==> src/rtl/pll_seq_pkg.sv <==
// pll_seq_pkg
//   Types and constants shared by the PLL reset sequencer files.
//   pll_state_t : sequencer FSM state, also driven on the debug state port
//   MAX_NUM_CE  : upper limit on the number of clock-enable channels
package pll_seq_pkg;

   typedef enum logic [1:0] {
      WAIT_LOCK = 2'd0,
      STABLE    = 2'd1,
      HOLD      = 2'd2,
      RUN       = 2'd3
   } pll_state_t;

   localparam int MAX_NUM_CE = 8;

endpackage

==> src/rtl/ce_divider.sv <==
// ce_divider
//   One clock-enable channel. While run is high, a counter steps 0..div-1.
//   The ce output is high on the cycle the counter holds div-1, and the counter
//   then wraps to 0. A divisor of 0 or 1 gives a strobe on every run cycle.
//   When run is low, ce is forced low in that same cycle and the counter
//   restarts from 0.
// Ports
//   clock_in : PLL output clock
//   reset_n  : asynchronous active-low reset
//   run      : channel enable (sequencer in RUN)
//   div      : divisor, held stable by the sequencer for the whole RUN
//   ce       : one-cycle clock-enable strobe
module ce_divider #(
   parameter int CNT_W = 16
) (
   input  logic             clock_in,
   input  logic             reset_n,
   input  logic             run,
   input  logic [CNT_W-1:0] div,
   output logic             ce
);

   logic [CNT_W-1:0] cnt;
   logic             term;

   // Testing div <= 1 first keeps div-1 from underflowing when div is 0.
   assign term = (div <= CNT_W'(1)) || (cnt == div - CNT_W'(1));
   assign ce   = run & term;

   always_ff @(posedge clock_in or negedge reset_n) begin
      if (!reset_n) begin
         cnt <= '0;
      end else if (!run || term) begin
         cnt <= '0;
      end else begin
         cnt <= cnt + 1'b1;
      end
   end

endmodule

==> src/rtl/pll_reset_sequencer.sv <==
// pll_reset_sequencer
//   Synchronises the raw PLL lock flag and waits until lock has been stable.
//   It then holds the downstream reset for a fixed time before releasing it.
//   While running, it generates NUM_CE divided clock-enable strobes.
//   On loss of lock it re-asserts the reset and restarts the sequence.
// Ports
//   clock_in      : PLL output clock, the only clock of the block
//   reset_n       : asynchronous active-low reset
//   pll_locked    : raw PLL lock flag, asynchronous to clock_in
//   div_cfg       : channel i divisor at [i*CNT_W +: CNT_W]; latched on RUN entry
//   rst_out_n     : synchronous active-low reset for downstream logic
//   ready         : high while in RUN
//   ce            : clock-enable strobes, one per channel
//   state         : current FSM state (debug)
//   lock_loss_cnt : saturating count of lock losses in RUN
//                   (present only with LOCK_LOSS_CNT_EN defined)
// Build option: define LOCK_LOSS_CNT_EN to add the lock_loss_cnt port and its counter.
//
// state     | meaning
// WAIT_LOCK | waiting for the synchronised lock flag
// STABLE    | counting LOCK_WAIT consecutive locked cycles
// HOLD      | lock stable, holding rst_out_n low for RST_HOLD cycles
// RUN       | reset released, clock enables active
module pll_reset_sequencer
   import pll_seq_pkg::*;
#(
   parameter int NUM_CE    = 2,
   parameter int CNT_W     = 16,
   parameter int LOCK_WAIT = 1024,
   parameter int RST_HOLD  = 16
) (
   input  logic                    clock_in,
   input  logic                    reset_n,
   input  logic                    pll_locked,
   input  logic [NUM_CE*CNT_W-1:0] div_cfg,
   output logic                    rst_out_n,
   output logic                    ready,
   output logic [NUM_CE-1:0]       ce,
   output logic [1:0]              state
`ifdef LOCK_LOSS_CNT_EN
   ,
   output logic [7:0]              lock_loss_cnt
`endif
);

   // The shared counter is cleared on every state entry, so it only ever
   // needs to reach the larger of the two terminal counts.
   localparam int MAXV = (LOCK_WAIT > RST_HOLD) ? LOCK_WAIT : RST_HOLD;
   localparam int CW   = (MAXV > 1) ? $clog2(MAXV) : 1;
   localparam logic [CW-1:0] LW_LAST = CW'(LOCK_WAIT - 1);
   localparam logic [CW-1:0] RH_LAST = CW'(RST_HOLD - 1);

   pll_state_t              st;
   logic [CW-1:0]           cnt;
   logic                    lk_meta;
   logic                    lk_s;
   logic [NUM_CE*CNT_W-1:0] div_q;

   always_ff @(posedge clock_in or negedge reset_n) begin
      if (!reset_n) begin
         lk_meta <= 1'b0;
         lk_s    <= 1'b0;
      end else begin
         lk_meta <= pll_locked;
         lk_s    <= lk_meta;
      end
   end

   always_ff @(posedge clock_in or negedge reset_n) begin
      if (!reset_n) begin
         st        <= WAIT_LOCK;
         cnt       <= '0;
         rst_out_n <= 1'b0;
         ready     <= 1'b0;
         div_q     <= '0;
`ifdef LOCK_LOSS_CNT_EN
         lock_loss_cnt <= 8'd0;
`endif
      end else begin
         case (st)
            WAIT_LOCK: begin
               if (lk_s) begin
                  st  <= STABLE;
                  cnt <= '0;
               end
            end
            STABLE: begin
               if (!lk_s) begin
                  st <= WAIT_LOCK;
               end else if (cnt == LW_LAST) begin
                  st  <= HOLD;
                  cnt <= '0;
               end else begin
                  cnt <= cnt + 1'b1;
               end
            end
            HOLD: begin
               if (!lk_s) begin
                  st <= WAIT_LOCK;
               end else if (cnt == RH_LAST) begin
                  st        <= RUN;
                  div_q     <= div_cfg;
                  rst_out_n <= 1'b1;
                  ready     <= 1'b1;
               end else begin
                  cnt <= cnt + 1'b1;
               end
            end
            RUN: begin
               if (!lk_s) begin
                  st        <= WAIT_LOCK;
                  rst_out_n <= 1'b0;
                  ready     <= 1'b0;
`ifdef LOCK_LOSS_CNT_EN
                  if (lock_loss_cnt != 8'hFF) lock_loss_cnt <= lock_loss_cnt + 1'b1;
`endif
               end
            end
            default: st <= WAIT_LOCK;
         endcase
      end
   end

   for (genvar i = 0; i < NUM_CE; i++) begin : g_ce
      ce_divider #(.CNT_W(CNT_W)) u_div (
         .clock_in (clock_in),
         .reset_n  (reset_n),
         .run      (st == RUN),
         .div      (div_q[i*CNT_W +: CNT_W]),
         .ce       (ce[i])
      );
   end

   assign state = st;

endmodule

==> config.mk <==
export PLATFORM = sky130hd
export DESIGN_NAME = pll_reset_sequencer
export DESIGN_NICKNAME = d
export VERILOG_FILES = /design/src/rtl/pll_seq_pkg.sv /design/src/rtl/ce_divider.sv /design/src/rtl/pll_reset_sequencer.sv
export SDC_FILE = /design/constraint.sdc
export NUM_CORES = 1
export LEC_CHECK = 0
export ABC_AREA = 1
export ABC_CLOCK_PERIOD_IN_PS = 2900
export CAP_MARGIN = 10
export CORE_MARGIN = 2
export CORE_UTILIZATION = 52
export CTS_CLUSTER_SIZE = 25
export DETAILED_ROUTE_END_ITERATION = 16
export PLACE_DENSITY = 0.7
export SLEW_MARGIN = 40
export SYNTH_ARGS = -nofsm -noshare
export SYNTH_HDL_FRONTEND = slang
export SYNTH_SLANG_ARGS = --single-unit
==> constraint.sdc <==
create_clock -name clock_in -period 2.9 [get_ports clock_in]
set_input_delay 0.29 -clock clock_in [delete_from_list [all_inputs] [get_ports clock_in]]
set_output_delay 0.29 -clock clock_in [all_outputs]
set_load 0.03 [all_outputs]
**Word level (Yosys, flattened, before mapping)**

Index checks and enable logic that the tools add are counted.

- Flip-flop bits (word level): 79
- Word-level logic and storage cells: 63
- Input port bits: 35

- Bitwise operators: 2
- $lt $le $gt $ge: 2
- Equality and inequality tests: 15
- Reductions and logical operators: 12
- Muxes and demuxes: 19
- Add/sub/neg operators: 5

Operator list:

| kind | number |
|---|---|
| $mux 10 | 5 |
| $add 16x1->16 const B | 2 |
| $eq 16x16->1 | 2 |
| $le 16x1->1 const B | 2 |
| $mux 16 | 2 |
| $sub 16x1->16 const B | 2 |
| $pmux 10 s3 | 1 |
| $mux 2 | 6 |
| $ne 2x2->1 const B | 6 |
| $add 10x1->10 const B | 1 |
| $eq 10x10->1 const B | 1 |
| $eq 10x4->1 const B | 1 |
| $pmux 2 s4 | 1 |
| $reduce_and 4->1 | 2 |
| $ne 3x3->1 const B | 2 |
| $reduce_and 5->1 | 1 |
| $eq 2x2->1 const B | 2 |
| $logic_or 1x1->1 | 4 |
| $mux 1 | 3 |
| $reduce_and 3->1 | 1 |
| $reduce_bool 3->1 | 1 |
| $and 1x1->1 | 2 |
| $eq 2x1->1 const B | 1 |
| $logic_not 2->1 | 1 |
| 3 further kinds | 3 |

**Logic depth before layout (Yosys ltp)**

Gate-level depths: netlist of run 1.

- Depth after elaboration: 5
- Gate-level depth with buffers: 15

**Cells and area by module**

A second synthesis of run 1 with hierarchy kept.

- Cell total of the unflattened synthesis: 828
- Area total of the unflattened synthesis: 6044.5 um^2

By module, submodules not included:

| module | cells an instance | instances | area each (um^2) |
|---|---|---|---|
| ce_divider | 278 | 2 | 1838.0 |
| pll_reset_sequencer | 272 | 1 | 2368.5 |

**Least setup slack after synthesis of run 1**

No wires, ideal clock.

- Path kind: reg-to-output
- From: reg div_q[16]
- To: out ce[1]
- Path buffers: 2
- Data required time: 2.610 ns
- Path slack: 0.809 ns
- Data arrival time: 1.801 ns
- Stages on the path, launching flop included: 13
- Cell sequence: dfrtp_1 -> inv_1 -> ha_1 -> clkbuf_2 -> or2_2 -> nand3b_1 -> nand3b_1 -> nor2_1 -> nand3_1 -> nor2_1 -> nor2_1 -> nor2_1 -> buf_4

- Word-level cells in the longest chain between the ends: 4
- Elaborated cells on any way between the ends: 5
- Classes of those cells: 1 x add/sub; 1 x order compare; 1 x eq/ne; 1 x bitwise; 1 x reduce/logical

Ends and longest elaborated chain:

| element | RTL line | text |
|---|---|---|
| start, declared | pll_reset_sequencer.sv:57 | `logic [NUM_CE*CNT_W-1:0] div_q;` |
| start signal, assigned | pll_reset_sequencer.sv:102 | `div_q <= div_cfg;` |
| $sub 16x1->16 | ce_divider.sv:27 | `assign term = (div <= CNT_W'(1)) \|\| (cnt == div - CNT_W'(1));` |
| $eq 16x16->1 | ce_divider.sv:27 |  |
| $logic_or 1x1->1 * | ce_divider.sv:27 |  |
| $and 1x1->1 * | ce_divider.sv:28 | `assign ce = run & term;` |
| end, declared | pll_reset_sequencer.sv:38 | `output logic [NUM_CE-1:0] ce,` |

Every way passes the cells marked *; elsewhere a longest branch is shown, timed or not.

**Final worst setup path of run 1**

- From: reg div_q[17]
- To: out ce[1]

Same word-level chain as after synthesis.

==> results.json, run 1 <==
{
  "gr-total-overflow": 0,
  "grt_pass1_wl_mm": 21.7,
  "diodes": 0,
  "drive_gt1_share_pct": 7.77,
  "drtPass1Iterations": 5,
  "setup-violations-final": 0,
  "globalplace.congestion": 0.953,
  "portBuffers": 40,
  "grt_max_degree": 80,
  "holdCritStartpoint": "lk_meta",
  "crit_type": "reg2out",
  "core_area_mm2": 0.00973,
  "cp-end-kind": "output pin",
  "timing.final.crit_share_pct": 92.2,
  "area_delta_synth_final_pct": 15.6,
  "nNetsFinal": 826,
  "maxCapViolCount": 0,
  "ys_seq_area_share_pct": 38.1,
  "antenna_found_initial": 0,
  "die_x_um": 104,
  "max_freq_ghz": 0.374,
  "routedWlPerCell_um": 13.9,
  "fill_cells": 911,
  "syn_nets": 781,
  "critPathLaunchType": "register",
  "crit_buf_inv": 2,
  "cts_inserted_buffers": 9,
  "via_per_inst": 5.17,
  "netlist_area_mm2": 0.00519,
  "rows": 36,
  "wl_mm": 12.8,
  "io_pins": 41,
  "avgSynthCellArea_um2": 7.06,
  "synth_top_area_cell": "dfrtp_1",
  "final-hold-violation-count": 0,
  "leakagePower_nw": 2.69,
  "drt_iter0_markers": 205,
  "skew_ns": 0.0106,
  "relSlewSlack_pct": 52.4,
  "vias": 4743,
  "cts.sinks": 79,
  "placed_cell_area_mm2": 0.00571,
  "ys_top_cells_by_area": "dfrtp_1, nand2_1, nor2_1",
  "cts.path.max_buffers": 2,
  "worstReg2RegStart": "div_q[0]",
  "h-tree-depth": 3,
  "tightest_slew_ns": 0.714,
  "status": "complete, no violations",
  "yosysWarnings": 0,
  "netlist_instances": 735,
  "yosys-top-cells-count": "nand2_1, nor2_1, inv_1",
  "cp.arrival_ns": 2.38,
  "setup-tns-final_ns": 0,
  "worstSkewPairLatency_ns": 0.36,
  "path_cells": "inv_1 > ha_2 > nand2_4 > nor2_8 > nand2_1 > nand2_1 > nand2_1 > nor2_1 > nand3_1 > nor2_1 > nor2_1 > nor2_1 > clkbuf_2",
  "synth_seq_cells": 79,
  "root_buffer": "clkbuf_8",
  "slowest_delay_ns": 0.39,
  "post_cts_buffers": 0,
  "drc": 0,
  "synth_top_area_share_pct": 38.1,
  "critPathMaxFanout": 8,
  "finish.instance_area_mm2": 0.00600,
  "synth-main-ff-cell": "dfrtp_1",
  "start_util_pct": 53.3,
  "synthDistinctLibCells": 37,
  "grt_pass1_vias": 4721,
  "period_needed_ns": 2.67,
  "p_per_area_mw_per_mm2": 483,
  "cpLargestDelayFamily": "simple AND/OR/NAND/NOR gates",
  "critPathRequiredTime_ns": 2.61,
  "grtUsageTotal_pct": 24.8,
  "slew_viol_final": 0,
  "postSynth.asyncResetShare_pct": 100,
  "cp_slowest_cell": "dfrtp_1",
  "critPathLaunch": "div_q[17]",
  "ant_nets": 0,
  "synth_most_common_cell": "nand2_1",
  "cts_tree": "done",
  "synth_edf_count": 0,
  "ir_drop_uv": 453,
  "cp_common_cell": "nor2_1",
  "rsz0062_at_grt": "false",
  "hold_path.class": "reg2reg",
  "clk_pin_slew_ns": 0.09,
  "die-area_mm2": 0.0108,
  "hold_slack_ns": 0.367,
  "die_y_um": 104,
  "dp_hpwl_mm": 9.76
}
[report_power, final]
| part | total (W) | leakage [nW] | internal [W] | switching [W] |
|---|---|---|---|---|
| combinational | 0.000564 | 1.63 | 0.000199 | 0.000365 |
| sequential | 0.00120 | 0.925 | 0.00115 | 0.0000568 |
| clock | 0.00113 | 0.136 | 0.000706 | 0.000422 |
| total | 0.00290 | 2.69 | 0.00205 | 0.000844 |
[layout make-up]
| class | instances | area, um2 | area share [%] |
|---|---|---|---|
| clock buffer | 11 | 151 | 2.53 |
| multi-input combinational | 553 | 2790 | 46.5 |
| timing repair buffer | 47 | 447 | 7.45 |
| clock inverter | 5 | 128 | 2.13 |
| sequential | 79 | 1980 | 33.0 |
| tap | 133 | 166 | 2.78 |
| inverter | 90 | 338 | 5.63 |
[kinds of logic (layout without fill, tap and decap cells)]
| kind of cell | Yosys count | in the layout | share of synthesized area, % |
|---|---|---|---|
| and+or+nand+nor | 440 | 440 | 37.9 |
| buffers and inverters | 103 | 153 | 8.20 |
| adders and majority gates | 11 | 11 | 2.65 |
| AOI/OAI and AO/OA | 62 | 62 | 6.37 |
| xor gates and xnor gates | 40 | 40 | 6.76 |
| DFF | 79 | 79 | 38.1 |
[through the flow]
stage	utilization [%]	instances	power (W)	worst slack [ns]
floorplan	-	735	0.00161	0.809
global placement	58.7	901	0.00177	0.185
detailed placement	58.7	901	0.00179	0.150
CTS	61.7	918	0.00292	0.0231
global route	61.6	918	0.00303	0.000802
finish	61.6	918	0.00290	0.225
[per-layer routing]
metal | GRT usage (%) | vias to the layer above | wire length [um]
met5 | 0 | - | 0
met2 | 41.3 | 120 | 6000
met4 | 11.5 | 0 | 421
met3 | 3.32 | 33 | 486
met1 | 32.2 | 2191 | 5850
li1 | - | 2399 | -
[worst paths after layout]
check / to / slack [ns] / cells after the start
max: ce[1] / 0.23 / 13
min: lk_s / 0.37 / 0
max reg2reg: g_ce[0].u_div.cnt[11] / 0.78 / 12
min reg2reg: lk_s / 0.37 / 0
max in group asynchronous: g_ce[1].u_div.cnt[9] / 1.88 / 2
min in group asynchronous: g_ce[0].u_div.cnt[11] / 0.53 / 2
[worst register-to-register path: cells and delay by family (launching register included)]
| kind | cells | cell delay [ns] |
|---|---|---|
| compound gates | 1 | 0.14 |
| flops | 1 | 0.41 |
| simple gates | 9 | 1.15 |
| fa+ha+maj | 1 | 0.23 |
| buf+inv | 1 | 0.10 |
[cells in the final DEF (no fill, tap or decap), types with 11 or more instances in the layout]
master / count
nand2_1: 216
nor2_1: 102
clkbuf_8: 11
nand4_1: 17
clkdlybuf4s50_1: 37
xnor2_1: 12
dfrtp_1: 79
o21ai_0: 45
xor2_1: 28
nand3_1: 50
inv_1: 89
nor2_2: 15
[timing repair]
| item | in CTS | in global routing |
|---|---|---|
| pin swaps | 0 | 0 |
| hold endpoints to repair | 37 | 0 |
| endpoints found under the setup margin | 2 | 2 |
| resized for setup | 3 | 5 |
| hold buffers | 1 | 0 |
[registers in the layout (all words and copies together) (netlist names)]
name            cells
lk_s                1
lk_meta             1
div_q              32
cnt                10
state               2
ready               1
g_ce.u_div.cnt     32
(Power assumes the default switching activity.)
==> run 2: changes to the inputs <==
CAP_MARGIN = 20   (was 10)
CTS_CLUSTER_SIZE = unset   (was 25)
==> results of run 2 <==
Same layout as run 1: the final DEF is identical, and so are final timing and power.
